File: src/rtl/bulls_cows_fsm.sv
// Two-player Bulls and Cows game controller: captures secrets, alternates
// guesses, scores bulls/cows and keeps per-player round wins.
module bulls_cows_fsm (
  input  logic        clock,
  input  logic        reset,
  input  logic        confirm,
  input  logic [15:0] SW,
  output logic [2:0]  game_state,
  output logic [2:0]  bull_count,
  output logic [2:0]  cow_count,
  output logic        guess_confirmed,
  output logic [7:0]  J1_points,
  output logic [7:0]  J2_points,
  output logic        winner,
  output logic        error
);

  typedef enum logic [2:0] {
    J1_SETUP = 3'b000,
    J2_SETUP = 3'b001,
    J1_GUESS = 3'b010,
    J2_GUESS = 3'b011,
    END_GAME = 3'b111
  } state_t;

  state_t      state;
  logic        conf_q;
  logic        press;
  logic [15:0] secret1;
  logic [15:0] secret2;
  logic [15:0] target;
  logic [3:0]  dig [4];
  logic [3:0]  sec [4];
  logic        valid;
  logic [2:0]  bulls;
  logic [2:0]  cows;

  assign press      = confirm & ~conf_q;
  assign game_state = state;

  // J1 guesses the secret entered by J2 and vice versa
  always_comb begin
    target = (state == J1_GUESS) ? secret2 : secret1;
    valid  = 1'b1;
    bulls  = 3'd0;
    cows   = 3'd0;
    for (int i = 0; i < 4; i++) begin
      dig[i] = SW[15-4*i -: 4];
      sec[i] = target[15-4*i -: 4];
    end
    for (int i = 0; i < 4; i++) begin
      if (dig[i] > 4'd9) valid = 1'b0;
      for (int j = i + 1; j < 4; j++)
        if (dig[i] == dig[j]) valid = 1'b0;
    end
    for (int i = 0; i < 4; i++)
      for (int j = 0; j < 4; j++)
        if (dig[i] == sec[j]) begin
          if (i == j) bulls = bulls + 3'd1;
          else        cows  = cows + 3'd1;
        end
  end

  // conf_q is held high during reset so a button already down at release is ignored
  always_ff @(posedge clock or posedge reset) begin
    if (reset) begin
      state           <= J1_SETUP;
      conf_q          <= 1'b1;
      secret1         <= 16'h0000;
      secret2         <= 16'h0000;
      bull_count      <= 3'd0;
      cow_count       <= 3'd0;
      guess_confirmed <= 1'b0;
      J1_points       <= 8'd0;
      J2_points       <= 8'd0;
      winner          <= 1'b0;
      error           <= 1'b0;
    end else begin
      conf_q <= confirm;
      error  <= 1'b0;
      if (press) begin
        case (state)
          J1_SETUP: begin
            if (valid) begin
              secret1 <= SW;
              state   <= J2_SETUP;
            end else begin
              error <= 1'b1;
            end
          end
          J2_SETUP: begin
            if (valid) begin
              secret2 <= SW;
              state   <= J1_GUESS;
            end else begin
              error <= 1'b1;
            end
          end
          J1_GUESS, J2_GUESS: begin
            if (guess_confirmed) begin
              guess_confirmed <= 1'b0;
              bull_count      <= 3'd0;
              cow_count       <= 3'd0;
              state           <= (state == J1_GUESS) ? J2_GUESS : J1_GUESS;
            end else if (!valid) begin
              error <= 1'b1;
            end else begin
              bull_count <= bulls;
              cow_count  <= cows;
              if (bulls == 3'd4) begin
                winner <= (state == J2_GUESS);
                state  <= END_GAME;
                if (state == J1_GUESS) begin
                  if (J1_points != 8'hFF) J1_points <= J1_points + 8'd1;
                end else begin
                  if (J2_points != 8'hFF) J2_points <= J2_points + 8'd1;
                end
              end else begin
                guess_confirmed <= 1'b1;
              end
            end
          end
          END_GAME: begin
            state      <= J1_SETUP;
            secret1    <= 16'h0000;
            secret2    <= 16'h0000;
            bull_count <= 3'd0;
            cow_count  <= 3'd0;
            winner     <= 1'b0;
          end
          default: state <= J1_SETUP;
        endcase
      end else if (state != J1_SETUP && state != J2_SETUP &&
                   state != J1_GUESS && state != J2_GUESS && state != END_GAME) begin
        state <= J1_SETUP;
      end
    end
  end

endmodule

File: config.mk
export PLATFORM = sky130hd
export DESIGN_NAME = bulls_cows_fsm
export DESIGN_NICKNAME = d
export VERILOG_FILES = /design/src/rtl/bulls_cows_fsm.sv
export SDC_FILE = /design/constraint.sdc
export NUM_CORES = 1
export LEC_CHECK = 0
export CORE_ASPECT_RATIO = 1.4
export CORE_MARGIN = 2
export CORE_UTILIZATION = 25
export DETAILED_ROUTE_END_ITERATION = 12
export GPL_TIMING_DRIVEN = 0
export HOLD_SLACK_MARGIN = 0.02
export MAX_ROUTING_LAYER = met4
export SETUP_SLACK_MARGIN = 0.15
export SYNTH_ARGS = -nofsm -noshare
export SYNTH_HDL_FRONTEND = slang
export SYNTH_SLANG_ARGS = --single-unit
File: constraint.sdc
create_clock -name clock -period 7.3 [get_ports clock]
set_input_delay 1.46 -clock clock [delete_from_list [all_inputs] [get_ports clock]]
set_output_delay 1.46 -clock clock [all_outputs]
set_load 0.005 [all_outputs]
==> flow_metrics.tcl, run 1 <==
set metrics [dict create \
    hold_violations 0 \
    synth_top_flop_cell "sky130_fd_sc_hd__dfrtp_1" \
    startpoint "game_state[0]" \
    timing.final.ws_setup_ns -0.302 \
    tritoncts_num_sinks 61 \
    worst-setup-path-type "reg -> reg" \
    dr.first_iter.drc_count 272 \
    critPathTopFamily "adder cells" \
    synth-seq-area-share_pct 30.3 \
    crit_path_end_kind "flop" \
    reg2reg_from "game_state[0]" \
    grt_max_degree 41 \
    worstPathBufferInverterCount 7 \
    route.detailed.drc 0 \
    antenna_cells_inserted 0 \
    die_h_um 172 \
    grt_pass1_wl_um 24000 \
    yosys.area.top_type "sky130_fd_sc_hd__dfrtp_1" \
    wl_um 15000 \
    r2r_slack_ns -0.30 \
    timing.final.crit_share_pct 104 \
    worstHoldPathType "reg -> reg" \
    cap_violations 0 \
    syn_area_um2 5040 \
    worstPathRequired_ns 7.52 \
    antenna_violating_nets_post_route 0 \
    synth_fp_nets 604 \
    timing.final.setup_violations 1 \
    areaGrowthSynthToFinish_pct 30.0 \
    ys_async_sr_fraction_pct 100 \
    dieArea_um2 21300 \
    crit_top_cell "sky130_fd_sc_hd__ha_1" \
    cp.depth 43 \
    overall_power_after_layout_mw 1.18 \
    layout.cells.most_common_list "sky130_fd_sc_hd__xnor2_1, sky130_fd_sc_hd__nand2_1, sky130_fd_sc_hd__dfrtp_1" \
    post_route_cells_drive_above_1_share_pct 17.3 \
    areal_power_density_over_the_cells_nw_per_um2 180 \
    leakage_power_of_the_design_nw 2.72 \
    finalClockSkew_ns 0.0142 \
    groute.usage.overall_pct 15.0 \
    floorplan.initialDensity_pct 25.4 \
    worst_pin_slew_ns 0.942 \
    drt_first_pass_iters 5 \
    synth.distinct_cells 69 \
    syn_inst 569 \
    finalNetCount 685 \
    floorplan.io_pins 47 \
    slew_headroom_pct 36.6 \
    setup-tns-final_ns -0.302 \
    cts_max_level 3 \
    slowest_delay_ns 0.39 \
    tritoncts "built" \
    slew_viol_final 0 \
    multi_input_area_um2 3420 \
    avgRoutedWirePerCell_um 16.5 \
    avgSynthCellArea_um2 8.86 \
    grt_antenna_before_repair 0 \
    run_status "finished, violations left" \
    ys_seq_elements 61 \
    routed_via_density 4.95 \
    grt_pass1_vias 4526 \
    max-clock-path-buffers 2 \
    cp.arrival_ns 7.82 \
    placement.setup.worst_slack_ns -1.08 \
    place.detailed.hpwl_um 11100 \
    detailroute.via_count 4489 \
    die_w_um 124 \
    groute.layer.met3.usage_pct 2.44 \
    regToRegEndpoint "cow_count[2]" \
    failed_checks "setup timing" \
    post_synth_top_area_share_pct 29.8 \
    worst_setup_path_start_kind "flop" \
    grt_overflow 0 \
    total_of_buffers_placed_on_input_and_output_ports 38 \
    cp_max_fo 8 \
    rsz0062_at_grt "true" \
    cts_root_buf "sky130_fd_sc_hd__clkbuf_16" \
    mostFrequentLayoutCell "sky130_fd_sc_hd__xnor2_1" \
    ir_worst_vdd_v 0.0000927 \
    min_period_ns 7.60 \
    core_um2 19800 \
    cp_slowest_cell "sky130_fd_sc_hd__dfrtp_1" \
    std_cell_rows 61 \
    register_area_um2 1530 \
    grt.busiest_layer "met2" \
    critical_path.endpoint "cow_count[2]" \
    cts-buffers-inserted 9 \
    rr_worst_depth 43 \
    post_synth_main_area_contributors "sky130_fd_sc_hd__dfrtp_1, sky130_fd_sc_hd__xnor2_1, sky130_fd_sc_hd__xor2_1" \
    grtUsageMet2_pct 26.1 \
    gp_congestion 0.926 \
    yosysWarnings 0 \
    grt_met1_usage_pct 16.3 \
    worst_setup_hold_path_clk_slew_ns 0.05 \
    worst_skew_pair.late_latency_ns 0.34 \
    synth_edf_count 0 \
    max_freq_mhz 132 \
    layout.filler_cells 2035 \
]
## cells in the mapped netlist (5+ instances only)
cell and instances:
sky130_fd_sc_hd__nand3_1 17, sky130_fd_sc_hd__xor2_1 38, sky130_fd_sc_hd__buf_1 8, sky130_fd_sc_hd__xnor2_1 78
sky130_fd_sc_hd__dfrtp_1 60, sky130_fd_sc_hd__ha_1 16, sky130_fd_sc_hd__nor2_1 24, sky130_fd_sc_hd__o21ai_1 30
sky130_fd_sc_hd__clkbuf_1 21, sky130_fd_sc_hd__mux2i_1 13, sky130_fd_sc_hd__nor4_2 5, sky130_fd_sc_hd__o21ai_0 12
sky130_fd_sc_hd__o22ai_1 9, sky130_fd_sc_hd__a21oi_1 10, sky130_fd_sc_hd__and2_1 5, sky130_fd_sc_hd__nand4_1 7
sky130_fd_sc_hd__o31ai_1 12, sky130_fd_sc_hd__a22o_1 5, sky130_fd_sc_hd__nor4_1 8, sky130_fd_sc_hd__o221ai_1 5
sky130_fd_sc_hd__a21o_1 5, sky130_fd_sc_hd__nand2_1 66, sky130_fd_sc_hd__inv_1 32
## flip-flops by register name, indices dropped and copies added, names as in the netlist
name and flops:
J1_points 8, error 1, J2_points 8, winner 1, bull_count 3, guess_confirmed 1
secret2 16, secret1 16, conf_q 1, cow_count 3, game_state 3
## logic make-up (layout without fill, tap and decap cells)
logic type / Yosys count / after routing / share of synthesized area, %
AO/OA/AOI/OAI: 124 / 124 / 17.4
XOR/XNOR: 119 / 119 / 21.6
adder cells (fa/ha/maj): 16 / 16 / 3.97
buffers and inverters: 68 / 154 / 5.58
flip-flops: 61 / 61 / 30.3
multiplexers: 21 / 21 / 5.16
AND/OR/NAND/NOR: 160 / 160 / 16.1
## worst reg2reg max path: cells and delay by family, from the launching register on
kind            cells  cell delay [ns]
xor+xnor            6             0.93
flops               1             0.39
buf+inv             7             0.91
fa+ha+maj          10             2.76
compound gates      6             0.81
simple gates       13             1.52
mux                 1             0.20
## per-stage QoR
stage	area, um^2	hold WS [ns]	util, %	std cells
after floorplan	5140	0.473	-	569
after global placement	5840	0.478	29.4	859
after detailed placement	5860	0.482	29.5	860
after CTS	6410	0.494	32.3	894
after global routing	6560	0.497	33.1	907
final	6560	0.492	33.1	907
## area by class of cell
type	instances	share of cell area, %
Multi-Input combinational cell	440	52.2
Sequential cell	61	23.3
Timing Repair Buffer	70	9.67
Tap cell	252	4.81
Clock buffer	12	3.76
Buffer	35	3.64
Inverter	33	1.89
Clock inverter	4	0.744
## routing by layer
layer	part of all wire (%)	routed length, um
met1	39	5890
met2	53	7910
met3	3.8	576
met4	4.1	620
met5	0	0
## what timing repair did
action | 4_1_cts | 5_1_grt
setup endpoints to repair | 2 | 2
endpoints found under the hold margin | 0 | 0
resized for setup | 30 | 11
pin swaps | 17 | 16
hold buffers | 0 | 0
buffers inserted | 18 | 13
## worst min path at each step
stage | start | endpoint | depth (start not counted)
6_report | cow_count[1] | cow_count[1] | 1
5_1_grt | cow_count[1] | cow_count[1] | 1
3_5_place_dp | cow_count[1] | cow_count[1] | 1
2_1_floorplan | secret1[8] | secret1[8] | 2
3_3_place_gp | cow_count[1] | cow_count[1] | 1
4_1_cts | cow_count[1] | cow_count[1] | 1
## report_power, final
part / leakage [nW] / internal (mW) / total, mW / switching, mW
combinational: 1.79 / 0.197 / 0.395 / 0.198
clock: 0.147 / 0.273 / 0.429 / 0.156
sequential: 0.791 / 0.350 / 0.355 / 0.00593
total: 2.72 / 0.819 / 1.18 / 0.360
Note: power is estimated with default switching activity, not from simulation.
==> inputs of run 2 (changes only) <==
Settings changed: REMOVE_ABC_BUFFERS set to 1.
==> run 2 against run 1 <==
Net effect:
- the flow still finishes with violations (setup timing)
- power shrank 5.8%
- utilization shrank 0.30 points
- routed wire length shrank 5.6%
- design area shrank 0.92%
- die area is the same
- sequential power is essentially flat
- worst setup slack gained 0.22 ns
- global-route usage shrank 0.98 points
- critical endpoint unchanged
- largest cell class unchanged
- largest power group unchanged
==> flow_metrics.tcl, run 2 (synthesis gave the netlist of run 1 again) <==
set metrics [dict create \
    run_status "finished, violations left" \
    failed_checks "setup timing" \
    route.detailed.drc 0 \
    hold_violations 0 \
    grt_max_degree 42 \
    worst-setup-path-type "in -> reg" \
    critPathTopFamily "adder cells" \
    mostFrequentLayoutCell "sky130_fd_sc_hd__xnor2_1" \
    total_of_buffers_placed_on_input_and_output_ports 46 \
    grt_antenna_before_repair 0 \
    layout.cells.most_common_list "sky130_fd_sc_hd__xnor2_1, sky130_fd_sc_hd__nand2_1, sky130_fd_sc_hd__dfrtp_1" \
    tritoncts_num_sinks 61 \
    ir_worst_vdd_v 0.0000787 \
    crit_top_cell "sky130_fd_sc_hd__ha_1" \
    dr.first_iter.drc_count 291 \
    worstPathRequired_ns 7.53 \
    avgRoutedWirePerCell_um 16.0 \
    rsz0062_at_grt "true" \
    cp_slowest_cell "sky130_fd_sc_hd__or4_4" \
    slowest_delay_ns 0.54 \
    std_cell_rows 61 \
    final_util_pct 32.7 \
    finalNetCount 662 \
    largest_registers "secret1: 16 flops, secret2: 16 flops" \
    min_period_ns 7.39 \
    wl_um 14100 \
    seq_power_share_pct 32.3 \
    floorplan.io_pins 47 \
    worst_skew_pair.late_latency_ns 0.34 \
    place.detailed.hpwl_um 9740 \
    power_report.internal_total_uw 758 \
    dpl_cell_area_um2 5690 \
    cts-buffers-inserted 9 \
    areal_power_density_over_the_cells_nw_per_um2 171 \
    slew_viol_final 0 \
    groute.usage.overall_pct 14.1 \
    comb_power_share_pct 33.2 \
    finalClockSkew_ns 0.00971 \
    pwr-share-clk_pct 34.5 \
    max-clock-path-buffers 2 \
    core_um2 19800 \
    cap_violations 0 \
    worstPathBufferInverterCount 3 \
    die_w_um 124 \
    post-route-cell-area_um2 6500 \
    slew_headroom_pct 29.7 \
    leakage_power_of_the_design_nw 2.69 \
    antenna_cells_inserted 0 \
    areaGrowthSynthToFinish_pct 28.9 \
    post_route_cells_drive_above_1_share_pct 18.7 \
    timing.final.ws_setup_ns -0.0862 \
    power_switching_uw 353 \
    cts_max_level 3 \
    die_h_um 172 \
    cp_max_fo 5 \
    worst_pin_slew_ns 1.05 \
    detailroute.via_count 4405 \
    grt_pass1_vias 4365 \
    gp_congestion 0.840 \
    worst_setup_path_start_kind "input port" \
    timing.final.crit_share_pct 101 \
    worstHoldPathType "reg -> reg" \
    cts_root_buf "sky130_fd_sc_hd__clkbuf_16" \
    fraction_of_power_spent_switching_nets_pct 31.8 \
    grt_pass1_wl_um 22600 \
    max_freq_mhz 135 \
    tritoncts "built" \
    drt_first_pass_iters 7 \
    dieArea_um2 21300 \
    cp.arrival_ns 7.62 \
    crit_path_end_kind "flop" \
    worst_setup_hold_path_clk_slew_ns 0.06 \
    grt_overflow 0 \
    floorplan.initialDensity_pct 25.4 \
    routed_via_density 4.98 \
    antenna_violating_nets_post_route 0 \
    timing.final.setup_violations 1 \
]
-- run 2: final cells by class --
class	count	area (um^2)
clock buffers	12	236
clock inverters	4	26.3
flip-flops and latches	61	1530
multi-input cells	442	3490
repair buffers	80	773
well taps	252	315
fillers	2038	13300
inverters	33	124
-- run 2: power groups by stage --
stage,clock (mW),combinational (mW),sequential [mW]
after floorplan,0,0.208,0.364
after detailed placement,0,0.305,0.366
after global routing,0.406,0.405,0.359
after CTS,0.392,0.340,0.358
after global placement,0,0.300,0.366
final,0.384,0.369,0.358
-- run 2: repair_timing --
action,CTS,global route
hold buffers,0,0
endpoints found under the setup margin,2,2
pin swaps,19,12
buffers inserted,16,16
gates resized for setup,72,24
hold endpoints to repair,0,0
gates cloned,2,1
-- run 2: through the flow --
stage | TNS, ns | worst slack, ns | hold slack [ns] | power, mW | std cells
floorplan | -0.812 | -0.568 | 0.473 | 0.572 | 534
global placement | -2.98 | -1.69 | 0.481 | 0.666 | 832
detailed placement | -3.13 | -1.78 | 0.483 | 0.670 | 833
CTS | -0.174 | -0.174 | 0.495 | 1.09 | 867
global route | -0.456 | -0.456 | 0.522 | 1.17 | 884
finish | -0.0862 | -0.0862 | 0.494 | 1.11 | 884
-- run 2: path summary, 6_finish.rpt --
| path | startpoint | to | slack (ns) | depth (start not counted) |
|---|---|---|---|---|
| max | SW[13] | cow_count[2] | -0.09 | 37 |
| min in group asynchronous | reset | secret1[14] | 1.47 | 2 |
| max in group asynchronous | reset | conf_q | 5.18 | 3 |
| min reg2reg | J1_points[6] | J1_points[6] | 0.49 | 1 |
| min | J1_points[6] | J1_points[6] | 0.49 | 1 |
| max reg2reg | game_state[2] | cow_count[2] | -0.05 | 38 |
-- run 2: per-layer routing --
layer	vias to the layer above	share of wire [%]	GRT usage [%]
met5	-	0	-
met4	0	3.8	7.38
met3	38	3.2	1.65
met2	119	53	24.5
met1	2141	40	15.6
li1	2107	-	-
-- run 2: worst reg2reg max path: cells and delay by family, from the launching register on --
kind                     cells  cell delay (ns)
adder cells (fa/ha/maj)     10             2.59
AND/OR/NAND/NOR             13             1.89
AO/OA/AOI/OAI                6             0.98
XOR/XNOR                     6             0.91
flip-flops                   1             0.43
multiplexers                 1             0.30
buffers and inverters        2             0.14
==> inputs of run 3 (changes only) <==
Settings changed: GPL_ROUTABILITY_DRIVEN set to 1.
==> results of run 3 <==
Same layout as run 2: the final DEF is identical, and so are final timing and power.
==> RTL edit 1, RTL diff (flow settings as in run 2) <==
Make the reset (`reset`) synchronous in one clocked block.
--- a/src/rtl/bulls_cows_fsm.sv
+++ b/src/rtl/bulls_cows_fsm.sv
@@ -62,7 +62,7 @@
   end
 
   // conf_q is held high during reset so a button already down at release is ignored
-  always_ff @(posedge clock or posedge reset) begin
+  always_ff @(posedge clock) begin
     if (reset) begin
       state           <= J1_SETUP;
       conf_q          <= 1'b1;
Check against the original RTL: differs if reset is asserted again (counterexample within 4 cycles, from zero or initial values and one cycle with reset high); with reset held inactive, the same outputs for 4 cycles.
==> RTL edit 1 against run 2 <==
  * Total power down 1.8%
  * Clock skew down 1.3 ps
  * Combinational power down 42%
  * Register-to-register slack worse by 160 ps
  * Final area up 0.21%
  * Routed wire length up 3.9%
  * The run still ends with negative setup slack left
  * Utilization up 0.20 points
  * Setup slack worse by 170 ps
  * Synthesized cell count up 12%
  * Via count up 7.4%
  * Area after synthesis down 0.87%
  * Clock power up 42%
  * Sequential cell count unchanged
  * Critical path depth down 2
  * Critical endpoint is now cow_count[2]
==> RTL edit 1: results (changes against run 2) <==
Outcome
  – Outcome: finished, violations left
  – Failing checks: negative setup slack

Worst setup path
  – R2R Setup Slk: -210 ps (-160 ps)
  – Delay-heaviest family, CP: adder cells
  – Crit path from: SW[14]
  – Worst path slowest cell: or4_4
  – Worst R2R Start: game_state[2]
  – CP Max Fanout: 5 (unchanged)
  – Cells on worst reg2reg path: 36 (-5.3%)
  – CP arrival: 7780 ps (+160 ps)

Final layout
  – Layout cells sized above 1: 17.0% (-1.6 points)
  – Nets: 711 (+7.4%)
  – Fin cells: 933 (+5.5%)
  – Fillers: 2008 (-1.5%)

Route
  – Drt wl/cell: 15.8 um (-1.5%)
  – Vias per cell: 5.07 (+1.7%)
  – First-pass DRT Iterations: 5 (-2)
  – Drt first-iter violations: 297 (+2.1%)

Min path
  – Hold Path Stages: 2 (+1)
  – HP Start: cow_count[0]

Timing
  – Clock skew: 8.40 ps (-1.31 ps)
  – # setup viols final: 1 (unchanged)
  – Final setup TNS: -254 ps (-168 ps)
  – Worst slew margin: 10.4% (-19 points)
  – Worst Slack Setup Final: -254 ps (-168 ps)

Yosys
  – Async SR Flop Fraction: 0% (-100 points)
  – Sequential share of the synthesized area: 24.4% (-5.9 points)
  – Post-synthesis compound-gate area fraction: 14.3% (-3.1 points)
  – Synth top cells by count: xnor2_1 (83), nand3_1 (74), dfxtp_1 (61), nand2_1 (58), a21oi_1 (45)
  – Distinct cells, synth: 63 (-8.7%)
  – Synth area leaders: dfxtp_1 (24%), xnor2_1 (15%), nand3_1 (7.4%)
  – Number of enable flip-flop cells after synthesis: 0 (unchanged)
  – Post-synthesis cell count: 637 (+12%)
  – Adder-Cell Fraction of Synth Area: 4.00% (+0.035 points)
  – Post-synthesis xor/xnor area fraction: 20.8% (-0.79 points)
  – Mux cell area share after synthesis: 5.21% (+0.045 points)

Place
  – Inst Count DP: 890 (+6.8%)
  – Cell Area, Placed: 5610 sq um (-1.4%)
  – PortBufs: 46 (unchanged)
  – Hpwl dp: 9.80 mm (+0.59%)
  – Dpl ws: -2000 ps (-222 ps)
  – RePlAce Congestion: 0.855 (+1.7%)

Global routing
  – Gr usage total: 14.6% (+0.58 points)
  – First-pass GRT wire length: 23.9 mm (+5.5%)
  – Largest net degree at the start of global routing: 49 (+17%)
  – Vias in the first global route: 4634 (+6.2%)

Pwr
  – Peak VDD IR: 0.000165 V (+110%)
  – Standby leakage power: 0.00224 uW (-17%)

Clock network
  – Root buffer cell: clkbuf_16
  – Clock Tree Buf Depth: 2 (unchanged)
-- RTL edit 1: final cells by class --
type                            count  area, sq um  area share (%)
Sequential cell                    61         1230            18.9
Clock inverter                      7          145            2.23
Inverter                           29          109            1.67
Timing Repair Buffer               73          703            10.8
Tap cell                          252          315            4.84
Clock buffer                        9          225            3.46
Multi-Input combinational cell    502         3780            58.1
-- RTL edit 1: worst reg2reg max path, delay by kind of cell, from the launching register on --
family / cells / cell delay, ps
buf+inv: 3 / 180
simple gates: 6 / 1340
flops: 1 / 390
mux: 4 / 1110
xor+xnor: 5 / 710
fa+ha+maj: 10 / 2350
compound gates: 8 / 1330
-- RTL edit 1: path summary, 6_finish.rpt --
check            endpoint
max          cow_count[2]
min          cow_count[0]
max reg2reg  cow_count[2]
min reg2reg  cow_count[0]
-- RTL edit 1: routing by layer --
| layer | global-route usage, % | up-vias | share of wire (%) |
|---|---|---|---|
| met1 | 15.7 | 2276 | 40 |
| met3 | 1.29 | 22 | 3.8 |
| li1 | - | 2313 | - |
| met5 | - | - | 0 |
| met2 | 27.1 | 119 | 54 |
| met4 | 6.13 | 0 | 2.3 |
-- RTL edit 1: where the power goes --
group          internal [uW]  switching, uW
registers                333           1.21
logic                   97.6            115
clock network            370            174
total                    801            290
-- RTL edit 1: timing repair --
action                                  in CTS  in global routing
pin swaps                                   21                 17
gates resized for setup                     89                 13
setup buffers                               13                 12
endpoints found under the setup margin       2                  2
hold buffers                                 0                  0
cloned                                       2                  0
-- RTL edit 1: per-stage QoR --
stage          power (uW)  hold WS (ps)
2_1_floorplan         448           441
3_3_place_gp          504           456
3_5_place_dp          509           460
4_1_cts              1090           481
5_1_grt              1130           518
6_report             1090           491
==> RTL edit 2, RTL diff (config.mk and constraints of run 2) <==
Made on the original files. Register the output `guess_confirmed` once more, with the module's reset; this adds one clock of latency there. The other outputs are not delayed to match.
--- a/src/rtl/bulls_cows_fsm.sv
+++ b/src/rtl/bulls_cows_fsm.sv
@@ -22,6 +22,8 @@
     J2_GUESS = 3'b011,
     END_GAME = 3'b111
   } state_t;
+
+  logic guess_confirmed_s0;
 
   state_t      state;
   logic        conf_q;
@@ -70,7 +72,7 @@
       secret2         <= 16'h0000;
       bull_count      <= 3'd0;
       cow_count       <= 3'd0;
-      guess_confirmed <= 1'b0;
+      guess_confirmed_s0 <= 1'b0;
       J1_points       <= 8'd0;
       J2_points       <= 8'd0;
       winner          <= 1'b0;
@@ -97,8 +99,8 @@
             end
           end
           J1_GUESS, J2_GUESS: begin
-            if (guess_confirmed) begin
-              guess_confirmed <= 1'b0;
+            if (guess_confirmed_s0) begin
+              guess_confirmed_s0 <= 1'b0;
               bull_count      <= 3'd0;
               cow_count       <= 3'd0;
               state           <= (state == J1_GUESS) ? J2_GUESS : J1_GUESS;
@@ -116,7 +118,7 @@
                   if (J2_points != 8'hFF) J2_points <= J2_points + 8'd1;
                 end
               end else begin
-                guess_confirmed <= 1'b1;
+                guess_confirmed_s0 <= 1'b1;
               end
             end
           end
@@ -137,5 +139,13 @@
     end
   end
 
+  always_ff @(posedge clock or posedge reset) begin
+    if (reset) begin
+      guess_confirmed <= '0;
+    end else begin
+      guess_confirmed <= guess_confirmed_s0;
+    end
+  end
+
 endmodule
 
Formal check against the unedited RTL: not equivalent (Yosys sat finds a counterexample within 10 cycles, from zero or initial values and one cycle with reset high).
==> RTL edit 2 against run 2 <==
  * The flow still finishes with violations (negative setup slack)
  * Area after synthesis is 5.9% higher
  * Routed wire length increased by 15%
  * Final area rose by 11%
  * Via count rose by 13%
  * Die area is 5.7% higher
  * Cell count grew 12%
  * Sequential cell count is 1 higher
  * Sequential share of layout area shrank 2.0 points
  * Setup slack lost 25 ps
  * Critical endpoint unchanged
Power is not compared: it rests on default switching activity, and its combinational part moved more than twofold at a synthesized area within 25%.
==> RTL edit 2: results (changes against run 2) <==
Outcome
  – Outcome: finished, violations left
  – Failing checks: negative setup slack

Place
  – Dpl ws: -2040 ps (-260 ps)
  – RePlAce Congestion: 0.867 (+3.2%)
  – Hpwl dp: 10.7 mm (+9.9%)
  – Inst Count DP: 910 (+9.2%)

Timing
  – Worst Slack Setup Final: -111 ps (-25.0 ps)
  – Final setup TNS: -111 ps (-25.0 ps)
  – Clock skew: 7.07 ps (-2.64 ps)
  – # setup viols final: 1 (unchanged)
  – Slew @ Worst Pin: 1170 ps (+122 ps)

Route
  – DRT met1 WL: 6.54 mm (+17%)
  – Wire length on met2: 8.69 mm (+15%)
  – DR WL met3: 411 um (-9.7%)
  – WL final: 16.3 mm (+15%)
  – Vias per cell: 5.04 (+1.2%)
  – First-pass DRT Iterations: 5 (-2)

Worst setup path
  – Worst stage delay on the critical path: 740 ps (+200 ps)
  – CP arrival: 7660 ps (+40 ps)
  – Worst path slowest cell: dlygate4sd2_1
  – CP Max Fanout: 14 (+9)
  – Delay-heaviest family, CP: buffers and inverters

Clock network
  – Post-cts resize count: 96 (+33%)
  – Post-CTS setup buffers: 54 (+38)
  – Cts bufs inserted: 9 (unchanged)

Global routing
  – Largest net degree at the start of global routing: 63 (+50%)
  – Gr usage total: 15.0% (+0.96 points)
  – Vias in the first global route: 5166 (+18%)
  – First-pass GRT wire length: 26.5 mm (+17%)

Final layout
  – Fin cells: 989 (+12%)
  – Nets: 759 (+15%)

Yosys
  – Synth area leaders: dfrtp_1 (29%), xnor2_1 (13%), nand2_1 (6.4%)
  – Post-synthesis cell count: 643 (+13%)
  – Synth top cells by count: nand2_1 (91), xnor2_1 (78), dfrtp_1 (61), nand3_1 (44), inv_1 (31)
  – Sequential share of the synthesized area: 29.1% (-1.2 points)
==> RTL edit 2: changes by cell type after synthesis, sizes merged, moves of 5 or more <==
cell    delta
clkbuf     +9
o31ai      -9
o21ai      +7
xor2      -15
nor2b      +5
nand4      +5
nand3     +28
o22ai      -7
a41oi      +8
nand2     +26
nand2b    +17
==> RTL edit 2: cell families after synthesis <==
family / Yosys count / share of synthesized area (%)
and+or+nand+nor: 245 / 23.2
AOI/OAI and AO/OA: 116 / 15.4
xor gates and xnor gates: 102 / 16.9
buffers and inverters: 76 / 5.93
DFF: 62 / 29.1
muxes: 26 / 5.72
adders and majority gates: 16 / 3.75
==> RTL edit 2: routing by layer <==
layer	track usage, %	vias to the layer above
met2	27.4	116
met1	16.3	2436
li1	-	2392
met4	6.87	0
met5	-	-
met3	1.42	42
==> RTL edit 2: worst paths after layout <==
path / startpoint / cells after the start / slack (ps) / to
max: SW[11] / 38 / -110 / cow_count[2]
min reg2reg: cow_count[2] / 2 / 480 / cow_count[2]
max reg2reg: game_state[0] / 45 / -50 / cow_count[2]
max in group asynchronous: reset / 2 / 5080 / game_state[1]
min: cow_count[2] / 2 / 480 / cow_count[2]
min in group asynchronous: reset / 2 / 1630 / secret2[13]
==> RTL edit 2: cell type report <==
class                           instances  area [sq um]  area share (%)
Multi-Input combinational cell        505          3890            53.9
Clock inverter                          5          33.8           0.467
Inverter                               32           129            1.78
Tap cell                              260           325            4.50
Sequential cell                        62          1560            21.5
Clock buffer                           11           243            3.36
Timing Repair Buffer                  114          1050            14.5
==> RTL edit 2: power groups by stage <==
stage	Combinational, uW	Sequential, uW	Clock, uW
after floorplan	944	506	0
after global placement	1200	530	0
after detailed placement	1250	533	0
after CTS	1790	521	410
after global routing	2320	536	419
final	2150	522	402
